<file path="src/rtl/apb_master_xactor.sv">
// apb_master_xactor
//
// Single-outstanding APB3 master for the engine register bus (rbus). A simple
// valid/ready command interface is turned into an APB setup phase followed by
// an access phase; the outcome comes back as a one-cycle response pulse.
// A slave error (pslverr) or an access phase that waits too long for pready
// is reported as an error.
//
// Ports
//   clk, reset_n        clock (rising edge) and synchronous active-low reset
//   cmd_valid/ready     command handshake; accepted only when idle
//   cmd_write           1 = write, 0 = read
//   cmd_addr/cmd_wdata  target address and write data
//   rsp_valid           one-cycle response pulse
//   rsp_rdata           read data (0 for writes and timeouts)
//   rsp_error           slave error or timeout
//   rsp_timeout         the error was caused by the pready timeout
//   psel/penable/paddr/pwdata/pwrite   APB request outputs (registered)
//   prdata/pready/pslverr              APB completion inputs
//
// state  | meaning
// -------+--------------------------------------------------------------
// IDLE   | cmd_ready high, APB bus driven to zero, waiting for a command
// SETUP  | APB setup phase: psel=1, penable=0 (always exactly one cycle)
// ACCESS | APB access phase: psel=penable=1, waiting for pready or timeout
// RESP   | rsp_valid pulse, APB bus back to zero

module apb_master_xactor #(
    parameter int ADDR_WIDTH     = 20,
    parameter int DATA_WIDTH     = 32,
    parameter int TIMEOUT_CYCLES = 256
) (
    input  logic                  clk,
    input  logic                  reset_n,

    input  logic                  cmd_valid,
    output logic                  cmd_ready,
    input  logic                  cmd_write,
    input  logic [ADDR_WIDTH-1:0] cmd_addr,
    input  logic [DATA_WIDTH-1:0] cmd_wdata,

    output logic                  rsp_valid,
    output logic [DATA_WIDTH-1:0] rsp_rdata,
    output logic                  rsp_error,
    output logic                  rsp_timeout,

    input  logic [DATA_WIDTH-1:0] prdata,
    input  logic                  pready,
    input  logic                  pslverr,
    output logic                  psel,
    output logic                  penable,
    output logic [ADDR_WIDTH-1:0] paddr,
    output logic [DATA_WIDTH-1:0] pwdata,
    output logic                  pwrite
);

    // The counter only needs to reach TIMEOUT_CYCLES-1.
    localparam int CNT_W = (TIMEOUT_CYCLES > 1) ? $clog2(TIMEOUT_CYCLES) : 1;
    localparam logic [CNT_W-1:0] CNT_LAST = CNT_W'(TIMEOUT_CYCLES - 1);

    typedef enum logic [1:0] {
        IDLE   = 2'd0,
        SETUP  = 2'd1,
        ACCESS = 2'd2,
        RESP   = 2'd3
    } state_t;

    state_t           state;
    logic [CNT_W-1:0] wait_cnt;

    always_ff @(posedge clk) begin
        if (!reset_n) begin
            state       <= IDLE;
            wait_cnt    <= '0;
            cmd_ready   <= 1'b1;
            psel        <= 1'b0;
            penable     <= 1'b0;
            pwrite      <= 1'b0;
            paddr       <= '0;
            pwdata      <= '0;
            rsp_valid   <= 1'b0;
            rsp_rdata   <= '0;
            rsp_error   <= 1'b0;
            rsp_timeout <= 1'b0;
        end else begin
            rsp_valid <= 1'b0;

            case (state)
                IDLE: begin
                    if (cmd_valid && cmd_ready) begin
                        psel      <= 1'b1;
                        penable   <= 1'b0;
                        pwrite    <= cmd_write;
                        paddr     <= cmd_addr;
                        pwdata    <= cmd_write ? cmd_wdata : '0;
                        cmd_ready <= 1'b0;
                        state     <= SETUP;
                    end
                end

                SETUP: begin
                    penable  <= 1'b1;
                    wait_cnt <= '0;
                    state    <= ACCESS;
                end

                ACCESS: begin
                    // pready is checked first so a completion in the last
                    // allowed cycle is a normal response, not a timeout.
                    if (pready) begin
                        rsp_rdata   <= pwrite ? '0 : prdata;
                        rsp_error   <= pslverr;
                        rsp_timeout <= 1'b0;
                        rsp_valid   <= 1'b1;
                        psel        <= 1'b0;
                        penable     <= 1'b0;
                        pwrite      <= 1'b0;
                        paddr       <= '0;
                        pwdata      <= '0;
                        state       <= RESP;
                    end else if (wait_cnt == CNT_LAST) begin
                        rsp_rdata   <= '0;
                        rsp_error   <= 1'b1;
                        rsp_timeout <= 1'b1;
                        rsp_valid   <= 1'b1;
                        psel        <= 1'b0;
                        penable     <= 1'b0;
                        pwrite      <= 1'b0;
                        paddr       <= '0;
                        pwdata      <= '0;
                        state       <= RESP;
                    end else begin
                        wait_cnt <= wait_cnt + CNT_W'(1);
                    end
                end

                RESP: begin
                    cmd_ready <= 1'b1;
                    state     <= IDLE;
                end

                default: begin
                    cmd_ready <= 1'b1;
                    psel      <= 1'b0;
                    penable   <= 1'b0;
                    state     <= IDLE;
                end
            endcase
        end
    end

endmodule

</file>
<file path="config.mk">
export PLATFORM = sky130hd
export DESIGN_NAME = apb_master_xactor
export DESIGN_NICKNAME = d
export VERILOG_FILES = /design/src/rtl/apb_master_xactor.sv
export SDC_FILE = /design/constraint.sdc
export NUM_CORES = 1
export LEC_CHECK = 0
export ABC_AREA = 1
export ABC_CLOCK_PERIOD_IN_PS = 2500
export CORE_MARGIN = 3
export CORE_UTILIZATION = 44
export CTS_CLUSTER_SIZE = 30
export DETAILED_ROUTE_END_ITERATION = 10
export GPL_TIMING_DRIVEN = 0
export PLACE_DENSITY = 0.85
export SKIP_LAST_GASP = 1
export SLEW_MARGIN = 20
export SYNTH_ARGS = -nofsm -noshare
export SYNTH_HDL_FRONTEND = slang
export SYNTH_SLANG_ARGS = --single-unit
</file>
<file path="constraint.sdc">
create_clock -name clk -period 2.5 [get_ports clk]
set_input_delay 0.625 -clock clk [delete_from_list [all_inputs] [get_ports clk]]
set_output_delay 0.625 -clock clk [all_outputs]
set_load 0.02 [all_outputs]
</file>
# Word-level counts from Yosys, hierarchy flattened
# Index checks and enable logic that the tools add are counted.
# word_totals
ff_bits,101
input_bits,90
out_inout_bits,91
elab_cells,67
# op_classes
add_sub_neg,1
eq_ne,8
mux,32
reduce_logical,14
# ops
cell,n
32-bit two-way mux,6
32-bit case mux with 2 select lines,1
20-bit two-way mux,3
20-bit case mux with 2 select lines,1
8-bit two-way mux,2
8-bit case mux with 2 select lines,1
1-bit two-way mux,10
3-bit AND reduction,3
8-bit by 1-bit adder with 8-bit output (second input constant),1
8-bit == test (second input constant),1
2-bit case mux with 4 select lines,1
2-bit AND reduction,4
2-bit nonzero test,4
2-bit two-way mux,3
2-bit != test (second input constant),3
1-bit case mux with 2 select lines,3
2-bit == test (second input constant),2
3-bit != test (second input constant),1
1-bit case mux with 3 select lines,1
3-bit nonzero test,1
2-bit by 1-bit == test with 1-bit output (second input constant),1
2-bit logical NOT,1
1-bit logical AND,1

# Logic depth before layout (Yosys ltp)
# depth
depth_word,4
ltp_mapped,12
depth_no_buf,9

# Least setup slack after synthesis
# Ideal clock, no wire load.
# synth_timing
kind,register -> register
startpoint,register state[0]
endpoint,register paddr[18]
setup_time_ps,114
arrival_time_ps,1579
t_required_ps,2386
path_slack_ps,807
path_stages_with_launch,12
n_path_buf,4
synth_period_minus_slack_ps,1693
cell_sequence,dfxtp_1 inv_1 ha_1 buf_6 or2_0 buf_6 nand3_4 buf_12 buf_6 nand2_1 nand2_1 nor2_2
# synth_via
elab_chain_cells,3
elab_cells_between_ends,7
cone_classes,3 x eq/ne; 1 x mux; 3 x reduce/logical
# synth_rtl
element,line_no,source
from (decl),68,state_t state;
from (signal assigned),73,state <= IDLE;
from (signal assigned),97,state <= SETUP;
from (signal assigned),104,state <= ACCESS;
2-bit == test or 2-bit logical NOT (tied branches),88,case (state)
3-bit != test (no source line) (tied with other cells),--,
3-bit AND reduction (no source line),--,
to (signal assigned),94,paddr <= cmd_addr;
to (decl),52,"output logic [ADDR_WIDTH-1:0] paddr,"
# Several ways; a longest one is shown, not always the timed one.
# A chain may end at the register's enable or synchronous reset.

# Worst setup path after layout
# layout_timing
startpoint,register pwrite
endpoint,output port pwrite
# layout_lines
element,line_no,source
from (decl),54,output logic pwrite
from (signal assigned),93,pwrite <= cmd_write;
# No word-level cell between the ends.

==> impl_metrics.toml <==
[outcome]
outcome = "finished clean"

[worst_setup_path]
path_cells = "clkdlybuf4s50_1"
ff2ff_setup_slack_ns = 0.65
cp_num_buf_inv = 1
cpPeakStageDelay_ns = 0.66
arrival_ns = 1.44
cp_max_fo = 3
worstPathRequired_ns = 1.88
cp_slowest_cell = "clkdlybuf4s50_1"
crit_type = "flop to output pin"
end_kind = "output pin"
crit_family = "buffers and inverters"
critPathLaunchType = "flop"

[clock_network]
clk_pin_slew_ns = 0.10
cts_tree = "yes"
cts_max_path_buffers = 2
post_cts_buffers = 0
hold_buffers = 0
clk_latency_ns = 0.36
h-tree-depth = 3
cts_resized = 0
cts_buffers = 9
clock-sinks = 101
cts_root_buffer = "clkbuf_8"

[global_route]
grt_overflow = 0
grt_pass1_wl_um = 20900
grt_pass1_vias = 4494
antenna_found_initial = 0
grt_usage_pct = 21.7
grt_max_degree = 17

[synthesis]
synth_area_mm2 = 0.00474
avgSynthCellArea_um2 = 6.63
synthCells = 715
synth_cell_types = 24
synth-seq-cells = 101
synth.net_count = 810
synth_top_area_share_pct = 42.7
synthTopCellsByArea = "dfxtp_1 43%, nand2_1 18%, nor2_1 8.7%"
ys_seq_area_share_pct = 42.7
yosysTopAreaCell = "dfxtp_1"
yosys_most_used_dff = "dfxtp_1"
yosys_warnings = 0
synth_edf_count = 0
yosysMostFrequentCell = "nand2_1"
synthArstFlopShare_pct = 0
yosys-top-cells-count = "226 x nand2_1, 110 x nor2_1, 101 x dfxtp_1, 88 x inv_1, 44 x a21oi_1"

[flow_run]
max_cap_violations = 0

[power_and_ir_drop]
power_density_mw_per_mm2 = 1230
share_comb_of_total_power_pct = 57.5
vdd_drop_max_v = 0.000627
power.switching_w = 0.00366
pwr-share-seq_pct = 27.7
p_leak_nw = 3.11
clkPwrFrac_pct = 14.8
switching_share_pct = 42.9
p_int_w = 0.00487
p_total_w = 0.00853

[placed_design]
numPortBuffers = 179
place.gp.congestion = 0.845
dp_hpwl_um = 9750

[cells_and_area]
regArea_mm2 = 0.00202
area_growth_pct = 46.7
nFillCells = 934
layout-drive-gt1-share_pct = 9.56
multi_input_area_mm2 = 0.00206
diodes = 0
finish.net_count = 1000

[sta]
maxSlewHeadroom_pct = 62.9
fin_hold_ws_ns = 0.447
period_share_pct = 82.6
finalSetupTns_ns = 0
drv_slew = 0
hold_violations = 0
rsz0062_at_grt = "no"
finalClockSkew_ns = 0.0133
worst_pin_slew_ns = 0.556
fmax_mhz = 484
finalSetupViolations = 0
period_needed_ns = 2.07

[floorplan]
die_area_mm2 = 0.0121
core_mm2 = 0.0104
initial_core_util_pct = 45.5
die_x_um = 110
die_height_um = 110
pin_count = 181
rows = 37

[detailed_routing]
drt_iter0_markers = 297
antenna_left = 0
avgViaCountPerCell = 4.61
num_vias = 4823
drc = 0
drt_wl_total_um = 13000
wl_per_cell_um = 12.4
dr.pass1.iters = 6

[min_path]
hp-class = "flop to flop"
stage by stage:
step / worst slack, ns / utilization (%) / instance area (um2) / instances
2_1_floorplan: 0.807 / - / 4740 / 715
3_3_place_gp: 0.300 / 64.3 / 6700 / 1030
3_5_place_dp: 0.286 / 64.3 / 6700 / 1030
4_1_cts: 0.424 / 66.7 / 6950 / 1046
5_1_grt: 0.392 / 66.7 / 6950 / 1046
6_report: 0.434 / 66.7 / 6950 / 1046
cell usage in the layout, fill, tap and decap left out, types with 9 or more instances in the layout:
cell and n:
nand2_1 226, clkdlybuf4s50_1 179, nor2_1 110, dfxtp_1 101, inv_1 88, a21oi_1 44, nand4_1 27, nand2_2 22
clkbuf_1 21, inv_2 14, nor2_2 11, nand3_1 11, clkbuf_8 10, buf_2 9
registers in the layout, summed over array words and instances (netlist names):
name / cells
penable: 1
pwrite: 1
pwdata: 32
rsp_rdata: 32
rsp_error: 1
cmd_ready: 1
wait_cnt: 8
psel: 1
rsp_timeout: 1
paddr: 20
rsp_valid: 1
state: 2
power groups by stage:
stage | registers, W | logic [W] | clock network, W
after CTS | 0.00237 | 0.00492 | 0.00129
after detailed placement | 0.00240 | 0.00489 | 0
after floorplan | 0.00295 | 0.00269 | 0
final | 0.00237 | 0.00490 | 0.00126
after global placement | 0.00239 | 0.00484 | 0
after global routing | 0.00241 | 0.00550 | 0.00134
per-layer routing:
| metal | global-route usage [%] | routed length (um) |
|---|---|---|
| met5 | 0 | 0 |
| met4 | 7.12 | 211 |
| met3 | 7.75 | 1340 |
| met2 | 35.2 | 5840 |
| met1 | 26.8 | 5590 |
final cells by class:
class / count / share of cell area [%]
multi-input combinational: 468 / 29.7
sequential: 101 / 29.1
timing repair buffer: 179 / 25.8
inverter: 102 / 5.51
buffer: 44 / 3.91
tap: 136 / 2.45
clock buffer: 11 / 2.03
clock inverter: 5 / 1.55
final timing paths:
kind                                       startpoint                 endpoint  depth (start not counted)
worst max-delay path              pwrite$_SDFFE_PN0P_                   pwrite                          1
worst min-delay path                psel$_SDFFE_PN0P_        psel$_SDFFE_PN0P_                          2
worst min register to register      psel$_SDFFE_PN0P_        psel$_SDFFE_PN0P_                          2
worst max register to register  state[0]$_SDFFE_PN0P_  pwdata[11]$_SDFFE_PN0P_                         11
cells by family after synthesis:
logic type	after synthesis	synth area share, %
compound gates	52	5.65
fa+ha+maj	5	1.32
buf+inv	146	13.8
simple gates	411	36.5
flops	101	42.7
(Power assumes the default switching activity.)
